<file path="config.mk">
export PLATFORM = sky130hd
export DESIGN_NAME = spi_periph_regfile
export DESIGN_NICKNAME = d
export VERILOG_FILES = /design/src/rtl/spi_periph_pkg.sv /design/src/rtl/spi_edge_sync.sv /design/src/rtl/spi_periph_regfile.sv
export SDC_FILE = /design/constraint.sdc
export NUM_CORES = 1
export LEC_CHECK = 0
export ABC_AREA = 1
export CORE_MARGIN = 5
export CORE_UTILIZATION = 51
export CTS_CLUSTER_SIZE = 40
export DETAILED_ROUTE_END_ITERATION = 8
export GPL_ROUTABILITY_DRIVEN = 0
export MAX_ROUTING_LAYER = met4
export PLACE_DENSITY = 0.83
export SYNTH_ARGS = -nofsm -noshare
export SYNTH_HDL_FRONTEND = slang
export SYNTH_SLANG_ARGS = --single-unit
export TNS_END_PERCENT = 10
</file>
<file path="constraint.sdc">
create_clock -name i_iclk -period 13.1 [get_ports i_iclk]
set_input_delay 1.965 -clock i_iclk [delete_from_list [all_inputs] [get_ports i_iclk]]
set_output_delay 1.965 -clock i_iclk [all_outputs]
set_load 0.005 [all_outputs]
</file>
<file path="src/rtl/spi_periph_pkg.sv">
// ---------------------------------------------------------------------------
// spi_periph_pkg
//   Shared types and constants for the SPI register-file peripheral.
//   - state_t    : frame decoder states
//   - CMD_W      : width of the command byte on the wire
//   - CMD_RW_BIT : position of the read/write flag inside the command byte
//   - max_int    : elaboration-time helper for sizing shared registers
// ---------------------------------------------------------------------------
package spi_periph_pkg;

   typedef enum logic [2:0] {
      IDLE = 3'd0,
      CMD  = 3'd1,
      WR   = 3'd2,
      RD   = 3'd3,
      SINK = 3'd4
   } state_t;

   localparam int CMD_W      = 8;
   localparam int CMD_RW_BIT = 7;

   function automatic int max_int(input int a, input int b);
      return (a > b) ? a : b;
   endfunction

endpackage

</file>
<file path="src/rtl/spi_edge_sync.sv">
// ---------------------------------------------------------------------------
// spi_edge_sync
//   Brings the asynchronous SPI clock and data pins into the i_iclk domain
//   and turns sclk transitions into single-cycle rise/fall events.
//   Ports:
//     i_iclk, i_rst  : internal clock, asynchronous active-high reset
//     i_sclk         : raw SPI clock pin
//     i_sdata        : raw controller-to-peripheral data pin
//     o_sclk_rise    : one-cycle pulse on a synchronised sclk rising edge
//     o_sclk_fall    : one-cycle pulse on a synchronised sclk falling edge
//     o_sdata        : synchronised data bit, aligned with the sclk samples
// ---------------------------------------------------------------------------
module spi_edge_sync #(
   parameter int SYNC_STAGES = 2
) (
   input  logic i_iclk,
   input  logic i_rst,
   input  logic i_sclk,
   input  logic i_sdata,
   output logic o_sclk_rise,
   output logic o_sclk_fall,
   output logic o_sdata
);

   logic [SYNC_STAGES-1:0] r_sclk_sync;
   logic [SYNC_STAGES-1:0] r_data_sync;
   logic                   r_sclk_prev;

   // Data goes through the same depth as sclk so the bit presented with a
   // rise event was sampled on the same iclk edge as the sclk high sample.
   always_ff @(posedge i_iclk or posedge i_rst) begin
      if (i_rst) begin
         r_sclk_sync <= '0;
         r_data_sync <= '0;
         r_sclk_prev <= 1'b0;
      end else begin
         r_sclk_sync <= {r_sclk_sync[SYNC_STAGES-2:0], i_sclk};
         r_data_sync <= {r_data_sync[SYNC_STAGES-2:0], i_sdata};
         r_sclk_prev <= r_sclk_sync[SYNC_STAGES-1];
      end
   end

   assign o_sclk_rise = r_sclk_sync[SYNC_STAGES-1] & ~r_sclk_prev;
   assign o_sclk_fall = ~r_sclk_sync[SYNC_STAGES-1] & r_sclk_prev;
   assign o_sdata     = r_data_sync[SYNC_STAGES-1];

endmodule

</file>
<file path="src/rtl/spi_periph_regfile.sv">
// ---------------------------------------------------------------------------
// spi_periph_regfile
//   Oversampled SPI mode-0 target without chip select. A frame starts at the
//   first sclk rise and ends after IDLE_TIMEOUT iclk cycles without an sclk
//   edge. The first byte is a command (bit 7 = read, low ADDR_W bits = start
//   address); following DATA_W-bit words are burst-written to, or read from,
//   a NUM_REGS x DATA_W register file with address auto-increment.
//
//   Optional feature macro: SPI_PERIPH_READBACK_EN
//     defined   : read commands shift register contents out on o_serial_out
//     undefined : read commands park in SINK until frame end, o_serial_out
//                 is tied low and no readback logic is built
//
//   Ports:
//     i_iclk         : internal clock (>= 4x sclk)
//     i_rst          : asynchronous active-high reset
//     i_sclk         : SPI clock, asynchronous
//     i_serial_in    : controller-to-peripheral data
//     o_serial_out   : peripheral-to-controller data
//     o_reg_q        : flattened register file, reg i at [i*DATA_W +: DATA_W]
//     o_wr_stb       : one-cycle pulse per register write
//     o_wr_addr      : address of the write flagged by o_wr_stb
//     o_frame_active : high from first sclk rise until frame timeout
// ---------------------------------------------------------------------------
module spi_periph_regfile #(
   parameter int DATA_W       = 8,
   parameter int NUM_REGS     = 16,
   parameter int ADDR_W       = 7,
   parameter int SYNC_STAGES  = 2,
   parameter int IDLE_TIMEOUT = 64
) (
   input  logic                       i_iclk,
   input  logic                       i_rst,
   input  logic                       i_sclk,
   input  logic                       i_serial_in,
   output logic                       o_serial_out,
   output logic [NUM_REGS*DATA_W-1:0] o_reg_q,
   output logic                       o_wr_stb,
   output logic [ADDR_W-1:0]          o_wr_addr,
   output logic                       o_frame_active
);

   import spi_periph_pkg::*;

   // Shift-in history only needs the bits that precede the current one; the
   // live bit is appended combinationally when a word completes.
   localparam int SHIFT_W = max_int(CMD_W, DATA_W);
   localparam int BCNT_W  = $clog2(SHIFT_W + 1);
   localparam int TO_W    = $clog2(IDLE_TIMEOUT + 1);

   // ------------------------------------------------------------------
   // Pin synchronisation and edge detection
   // ------------------------------------------------------------------
   logic w_rise;
   logic w_fall;
   logic w_din;
   logic w_edge;

   spi_edge_sync #(
      .SYNC_STAGES (SYNC_STAGES)
   ) u_edge_sync (
      .i_iclk      (i_iclk),
      .i_rst       (i_rst),
      .i_sclk      (i_sclk),
      .i_sdata     (i_serial_in),
      .o_sclk_rise (w_rise),
      .o_sclk_fall (w_fall),
      .o_sdata     (w_din)
   );

   assign w_edge = w_rise | w_fall;

   // ------------------------------------------------------------------
   // Frame state and datapath registers
   // ------------------------------------------------------------------
   state_t              r_state;
   state_t              w_state_next;
   logic [SHIFT_W-2:0]  r_shift;
   logic [BCNT_W-1:0]   r_bit_cnt;
   logic [ADDR_W-1:0]   r_addr;
   logic [TO_W-1:0]     r_to_cnt;
   logic                r_wr_stb;
   logic [ADDR_W-1:0]   r_wr_addr;
   logic                r_frame_active;

   logic                w_cmd_done;
   logic                w_word_done;
   logic                w_timeout;
   logic                w_wr_en;
   logic                w_addr_valid;
   logic [CMD_W-1:0]    w_cmd_byte;
   logic [DATA_W-1:0]   w_word;
   logic [ADDR_W-1:0]   w_addr_inc;

   assign w_cmd_byte   = {r_shift[CMD_W-2:0], w_din};
   assign w_word       = {r_shift[DATA_W-2:0], w_din};
   // Validity is against the populated range, so an out-of-range start
   // address stays invalid until the counter itself rolls over at 2^ADDR_W.
   assign w_addr_valid = (32'(r_addr) < NUM_REGS);
   assign w_addr_inc   = (32'(r_addr) == NUM_REGS - 1) ? '0 : r_addr + ADDR_W'(1);
   assign w_wr_en      = w_word_done & w_addr_valid;

   // ------------------------------------------------------------------
   // FSM: state register
   // ------------------------------------------------------------------
   always_ff @(posedge i_iclk or posedge i_rst) begin
      if (i_rst) begin
         r_state <= IDLE;
      end else begin
         r_state <= w_state_next;
      end
   end

   // ------------------------------------------------------------------
   // FSM: next state and word-completion decode
   // ------------------------------------------------------------------
   always_comb begin
      w_state_next = r_state;
      w_cmd_done   = 1'b0;
      w_word_done  = 1'b0;
      w_timeout    = 1'b0;

      case (r_state)
         IDLE: begin
            if (w_rise) begin
               w_state_next = CMD;
            end
         end
         CMD: begin
            if (w_rise && (r_bit_cnt == BCNT_W'(CMD_W - 1))) begin
               w_cmd_done = 1'b1;
               if (w_cmd_byte[CMD_RW_BIT]) begin
`ifdef SPI_PERIPH_READBACK_EN
                  w_state_next = RD;
`else
                  w_state_next = SINK;
`endif
               end else begin
                  w_state_next = WR;
               end
            end
         end
         WR: begin
            if (w_rise && (r_bit_cnt == BCNT_W'(DATA_W - 1))) begin
               w_word_done = 1'b1;
            end
         end
         default: begin
         end
      endcase

      // An edge in the same cycle as the timeout keeps the frame alive.
      if (!w_edge && (r_state != IDLE) && (r_to_cnt == TO_W'(IDLE_TIMEOUT))) begin
         w_timeout    = 1'b1;
         w_state_next = IDLE;
      end
   end

   // ------------------------------------------------------------------
   // Readback path
   // ------------------------------------------------------------------
   logic w_rd_last;

`ifdef SPI_PERIPH_READBACK_EN
   localparam int OCNT_W = $clog2(DATA_W + 1);

   logic [DATA_W-1:0] w_rd_word;
   logic [DATA_W-1:0] r_shift_out;
   logic [OCNT_W-1:0] r_out_cnt;
   logic              r_serial_out;
   logic              w_rd_fall;

   // Compare-and-select mux: an address outside the populated range
   // matches nothing and therefore reads as zero.
   always_comb begin
      w_rd_word = '0;
      for (int i = 0; i < NUM_REGS; i++) begin
         if (r_addr == ADDR_W'(i)) begin
            w_rd_word = o_reg_q[i*DATA_W +: DATA_W];
         end
      end
   end

   assign w_rd_fall = (r_state == RD) & w_fall;
   assign w_rd_last = w_rd_fall & (r_out_cnt == OCNT_W'(DATA_W - 1));

   // r_out_cnt == 0 means the next fall starts a fresh word from r_addr.
   always_ff @(posedge i_iclk or posedge i_rst) begin
      if (i_rst) begin
         r_shift_out  <= '0;
         r_out_cnt    <= '0;
         r_serial_out <= 1'b0;
      end else if (w_timeout) begin
         r_out_cnt    <= '0;
         r_serial_out <= 1'b0;
      end else if (w_cmd_done) begin
         r_out_cnt    <= '0;
      end else if (w_rd_fall) begin
         if (r_out_cnt == '0) begin
            r_serial_out <= w_rd_word[DATA_W-1];
            r_shift_out  <= {w_rd_word[DATA_W-2:0], 1'b0};
         end else begin
            r_serial_out <= r_shift_out[DATA_W-1];
            r_shift_out  <= {r_shift_out[DATA_W-2:0], 1'b0};
         end
         if (w_rd_last) begin
            r_out_cnt <= '0;
         end else begin
            r_out_cnt <= r_out_cnt + OCNT_W'(1);
         end
      end
   end

   assign o_serial_out = r_serial_out;
`else
   assign w_rd_last    = 1'b0;
   assign o_serial_out = 1'b0;
`endif

   // ------------------------------------------------------------------
   // Bit counting, addressing, timeout and write strobe
   // ------------------------------------------------------------------
   always_ff @(posedge i_iclk or posedge i_rst) begin
      if (i_rst) begin
         r_shift        <= '0;
         r_bit_cnt      <= '0;
         r_addr         <= '0;
         r_to_cnt       <= '0;
         r_wr_stb       <= 1'b0;
         r_wr_addr      <= '0;
         r_frame_active <= 1'b0;
      end else begin
         r_wr_stb       <= w_wr_en;
         r_frame_active <= (w_state_next != IDLE);

         if (w_edge) begin
            r_to_cnt <= '0;
         end else if (r_to_cnt != TO_W'(IDLE_TIMEOUT)) begin
            r_to_cnt <= r_to_cnt + TO_W'(1);
         end

         if (w_rise) begin
            r_shift <= {r_shift[SHIFT_W-3:0], w_din};
         end

         // Counting stops in RD/SINK: incoming bits there carry no meaning.
         if (w_timeout) begin
            r_bit_cnt <= '0;
         end else if (w_rise && ((r_state == IDLE) || (r_state == CMD) || (r_state == WR))) begin
            if (w_cmd_done || w_word_done) begin
               r_bit_cnt <= '0;
            end else begin
               r_bit_cnt <= r_bit_cnt + BCNT_W'(1);
            end
         end

         if (w_cmd_done) begin
            r_addr <= w_cmd_byte[ADDR_W-1:0];
         end else if (w_word_done || w_rd_last) begin
            r_addr <= w_addr_inc;
         end

         if (w_wr_en) begin
            r_wr_addr <= r_addr;
         end
      end
   end

   assign o_wr_stb       = r_wr_stb;
   assign o_wr_addr      = r_wr_addr;
   assign o_frame_active = r_frame_active;

   // ------------------------------------------------------------------
   // Register file: one flop bank per register, written only when a full
   // word has arrived so a truncated frame never leaves partial data.
   // ------------------------------------------------------------------
   genvar gi;
   for (gi = 0; gi < NUM_REGS; gi++) begin : g_reg
      logic [DATA_W-1:0] r_reg;

      always_ff @(posedge i_iclk or posedge i_rst) begin
         if (i_rst) begin
            r_reg <= '0;
         end else if (w_wr_en && (r_addr == ADDR_W'(gi))) begin
            r_reg <= w_word;
         end
      end

      assign o_reg_q[gi*DATA_W +: DATA_W] = r_reg;
   end

endmodule
</file>
## Yosys cells after proc, flatten, opt, wreduce, memory -nomap -nowiden

Cells that the tools add are included.

| operators by class | value |
|---|---|
| reductions and logical operators | 31 |
| bitwise logic cells | 6 |
| equality and inequality tests | 20 |
| divide/modulo/power cells | 0 |
| multiply operators | 0 |
| shift-type cells | 0 |
| magnitude comparators | 1 |
| multiplexer cells | 17 |
| $add $sub $neg | 3 |

Operators with widths:

| operator | number |
|---|---|
| equality test 7 x 4 -> 1 bit, second input constant | 8 |
| 2-to-1 mux 7 bit | 5 |
| equality test 7 x 3 -> 1 bit, second input constant | 4 |
| logical AND 1 bit | 20 |
| adder 7 x 1 -> 7 bit, second input constant | 2 |
| equality test 7 x 2 -> 1 bit, second input constant | 2 |
| 2-to-1 mux 3 bit | 4 |
| 2-to-1 mux 4 bit | 3 |
| equality test 7 x 1 -> 1 bit, second input constant | 1 |
| equality test 7 bit, second input constant | 1 |
| zero test 7 bit | 1 |
| less-than comparator 7 x 5 -> 1 bit, second input constant | 1 |
| != test 7 bit, second input constant | 1 |
| case mux 3 bit (2 select lines) | 1 |
| nonzero test 2 bit | 3 |
| nonzero test 3 bit | 2 |
| adder 4 x 1 -> 4 bit, second input constant | 1 |
| equality test 4 x 3 -> 1 bit, second input constant | 1 |
| 2-to-1 mux 1 bit | 4 |
| AND 1 bit | 3 |
| equality test 3 x 1 -> 1 bit, second input constant | 1 |
| equality test 3 x 2 -> 1 bit, second input constant | 1 |
| zero test 3 bit | 1 |
| logical OR 1 bit | 3 |
| 3 further kinds | 4 |

| word-level totals | value |
|---|---|
| output and inout port bits | 138 |
| memory bits (read-only) | 0 |
| latch bits | 0 |
| bits in registers | 170 |
| memories kept | 0 |
| word-level logic and storage cells | 105 |
| input port bits | 4 |
| RAM bits | 0 |

## Logic depth before layout (Yosys ltp)

| logic depth | value |
|---|---|
| depth after elaboration | 9 |
| mapped depth | 12 |
| depth with buffers taken out | 10 |

## By module

From an unflattened synthesis, not the netlist that was laid out.

| second synthesis, totals | value |
|---|---|
| cell total of the unflattened synthesis | 709 |
| area total of the unflattened synthesis | 6636.4 um2 |

By module, submodules not included:

| module | area each (um2) | cells each | instances |
|---|---|---|---|
| spi_periph_regfile | 6492.5 | 699 | 1 |
| spi_edge_sync | 143.9 | 10 | 1 |

## Worst setup path before layout

OpenSTA, ideal clock, no wires.

| timing | value |
|---|---|
| path kind | register -> output |
| from | register g_reg[0].r_reg[0] |
| to | output o_reg_q[0] |
| required time | 11135 ps |
| setup slack | 10774 ps |
| arrival time | 361 ps |
| stages on the path, launching flop included | 1 |
| path through | dfrtp_1 |

RTL lines:

| what | RTL line | text |
|---|---|---|
| start, declared | spi_periph_regfile.sv:279 | `logic [DATA_W-1:0] r_reg;` |
| start signal, assigned | spi_periph_regfile.sv:285 | `r_reg <= w_word;` |
| end, declared | spi_periph_regfile.sv:37 | `output logic [NUM_REGS*DATA_W-1:0] o_reg_q,` |

No word-level cell between the ends.

==> summary.txt <==
Status
  • Run status: complete, no violations

Global route
  • Antenna violations before repair: 0
  • Gr ovfl total: 0
  • First-pass GRT wire length: about 27,000 µm
  • Largest net degree at the start of global routing: just over 90
  • Vias in the first global route: about 5,400
  • Gr usage total: about a quarter

Cells and area
  • Core Util, Final: between 60% and 70%
  • Synth-to-layout area growth: 31.74%
  • Max FFs per register: around 130
  • Final Net Count: around 840
  • Layout cells sized above 1: between 4 and 5%
  • Non-Filler Instances: between 1,000 and 1,500
  • Cell area after layout: approximately 8700 µm²
  • Diode count: 0

Setup path
  • Worst reg2reg path depth: 8
  • Startpoint types: input port
  • Worst Path Arrival: 3.96 ns
  • R2R Path End: g_reg[14].r_reg[4]
  • RR Startpoint: u_edge_sync.r_sclk_prev
  • CP Class: in -> async
  • CP Capture Type: async pin
  • Reg2Reg Setup Slack: just over 10 ns
  • Max Fanout on Critical Path: 90
  • WP data required: approximately 14 ns

Synth
  • Number of synthesized register bits: 170
  • Syn_nets: roughly 700
  • Mean area per synthesized cell: between 9 and 10 µm²
  • Yosys cell types: 20
  • Synthesized area: around 6600 µm²
  • Post-synthesis sequential area ratio: between 60% and 70%
  • Synth warn: 0
  • Synth Instances: between 600 and 700

Place
  • DP Area: between 8000 and 9000 µm²
  • Placed Cells: 979
  • Hpwl dp: around 11,000 µm
  • Port Buffers: 140

Floorplan
  • Die Area: between 15,000 and 20,000 µm²
  • CORE AREA: 12,670 µm²
  • I/O pin count: 142
  • Row cnt: ~40
  • Die W: 123.9 µm
  • Initial Util: a little over half
  • Die Y: about 120 µm

Timing
  • RSZ-0062 raised after global routing: false
  • # setup viols final: 0
  • Min Tclk post-route: around 3.6 ns
  • Slew @ Worst Pin: between 1 and 1.5 ns
  • Setup TNS: 0 ns
  • Max-slew violation count: 0
  • FMAX: between 200 and 300 MHz
  • Rel. slew slack: 31.60%
  • Final period utilization: ~27%
  • Worst Skew: 0.009773 ns
  • Final-report hold violation count: 0
  • Hold WS: about 0.35 ns

Power and ir drop
  • Logic pwr share: between 10 and 15%
  • Int Pwr: between 800 and 900 µW
  • P_sw: 330.9 µW
  • Sequential Power Share: 46.9%
  • Switching Share: a little over a quarter
  • Leakage: a little under 0.004 µW
  • Peak VDD IR: approximately 0.07 mV
  • Clock power frac: 42.3%
  • Pwr per Cell Area: ~140 nW/µm²

Route
  • DR iter-0 viols: between 400 and 500
  • Routed len/inst: around 17 µm
  • DR vias: 5,510
  • Pre-antenna DRT Iters: 7
  • Vias per cell: ~5.5
  • Final WL: approximately 17,000 µm
  • Antenna Violating Nets Remaining: 0
  • Number of remaining DRC errors: 0

CTS
  • Clock sink count: 170
  • TritonCTS Buffers: 17
  • Clk slew on worst S/H paths: 0.06 ns
  • CTS tree: yes
  • Setup bufs post-CTS: 0
  • Clock Latency Late Sink: approximately 0.43 ns
  • Max clock buf depth: 2
  • Clock Root Buffer: clkbuf_16
  • Max H-tree Level: 4
  • Hold buffer count at CTS: 0
  • Post-CTS Resized: 0

Job
  • Max_cap viols: 0

Worst hold path
  • Hold Crit Class: reg -> reg
  • Hold wc startpoint: u_edge_sync.r_sclk_sync[0]
  • Hold Crit Depth: 0
  • Hold EP: u_edge_sync.r_sclk_sync[1]
how the worst max path moves through the flow:
stage	from	to	slack [ns]	cells past startpoint
after floorplan	i_rst	g_reg[0].r_reg[0]	6.53	1
after global placement	i_rst	g_reg[2].r_reg[0]	9.07	3
after detailed placement	i_rst	g_reg[2].r_reg[2]	9.00	3
after CTS	i_rst	g_reg[6].r_reg[7]	9.47	3
after global routing	i_rst	g_reg[5].r_reg[3]	9.19	3
final	i_rst	g_reg[5].r_reg[3]	9.54	3
cells in the final DEF, fill, tap and decap left out:
master / n
nand2_1: 199
dfrtp_1: 170
o21ai_0: 144
clkdlybuf4s50_1: 140
inv_1: 49
nand3_1: 37
nor2_1: 33
clkbuf_16: 17
nand4_1: 8
ha_1: 8
a21oi_1: 5
inv_6: 5
nor3_1: 3
xor2_1: 3
clkinv_2: 3
bufinv_16: 3
clkinv_4: 2
nor3_2: 1
o211ai_1: 1
a21o_1: 1
xnor2_1: 1
nand3b_1: 1
conb_1: 1
clkinvlp_4: 1
clkbuf_8: 1
buf_4: 1
cells in the mapped netlist:
cell type	count	area, µm²
nand4_1	8	50.05
nor3_2	1	10.01
xor2_1	3	26.28
nand2_1	199	747.0
o21ai_0	144	720.7
inv_1	50	187.7
clkbuf_1	27	101.4
nor3_1	3	15.01
nand3_1	37	185.2
ha_1	8	100.1
xnor2_1	1	8.760
buf_2	2	10.01
a21o_1	1	7.510
conb_1	1	3.750
nor2_1	33	123.9
buf_4	3	22.52
a21oi_1	5	25.02
nand3b_1	1	7.510
o211ai_1	1	7.510
dfrtp_1	170	4254
metrics by stage:
step	total power, µW	setup slack (ns)
2_1_floorplan	666.6	6.532
3_3_place_gp	700.3	9.072
4_1_cts	1216	9.467
3_5_place_dp	708.0	8.998
6_report	1216	9.542
5_1_grt	1262	9.191
worst max-delay path, stage by stage:
cell and delay [ns]:
clkdlybuf4s50_1 0.47, inv_6 0.57, buf_4 0.87
routing by layer:
metal / vias to the layer above / part of all wire, % / track usage (%)
li1: 2514 / - / -
met1: 2671 / 43 / 32.38
met2: 287 / 47 / 36.19
met3: 38 / 8.1 / 5.858
met4: 0 / 2.3 / 8.858
met5: - / 0 / -
layout make-up:
| class | count | area, µm² |
|---|---|---|
| inverters | 50 | 192.7 |
| well taps | 172 | 215.2 |
| multi-input cells | 446 | 2038 |
| clock inverters | 13 | 165.2 |
| repair buffers | 141 | 1409 |
| clock buffers | 18 | 439.2 |
| flip-flops and latches | 170 | 4254 |
| fillers | 935 | 3958 |
cell families (layout without fill, tap and decap cells):
kind of cell	Yosys count	after routing	share of synthesized area [%]
and+or+nand+nor	282	282	17.22
DFF	170	170	64.32
AOI/OAI and AO/OA	151	151	11.50
buffers and inverters	82	222	4.862
adders and majority gates	8	8	1.513
xor gates and xnor gates	4	4	0.5298
other	1	1	0.05670
power groups by stage:
| stage | clock, µW | sequential [µW] | combinational (µW) |
|---|---|---|---|
| floorplan | 0 | 573 | 93.5 |
| global placement | 0 | 576 | 124 |
| detailed placement | 0 | 578 | 130 |
| CTS | 515 | 570 | 131 |
| global route | 538 | 574 | 151 |
| finish | 514 | 571 | 131 |
Power figures use the tool's default switching activity.
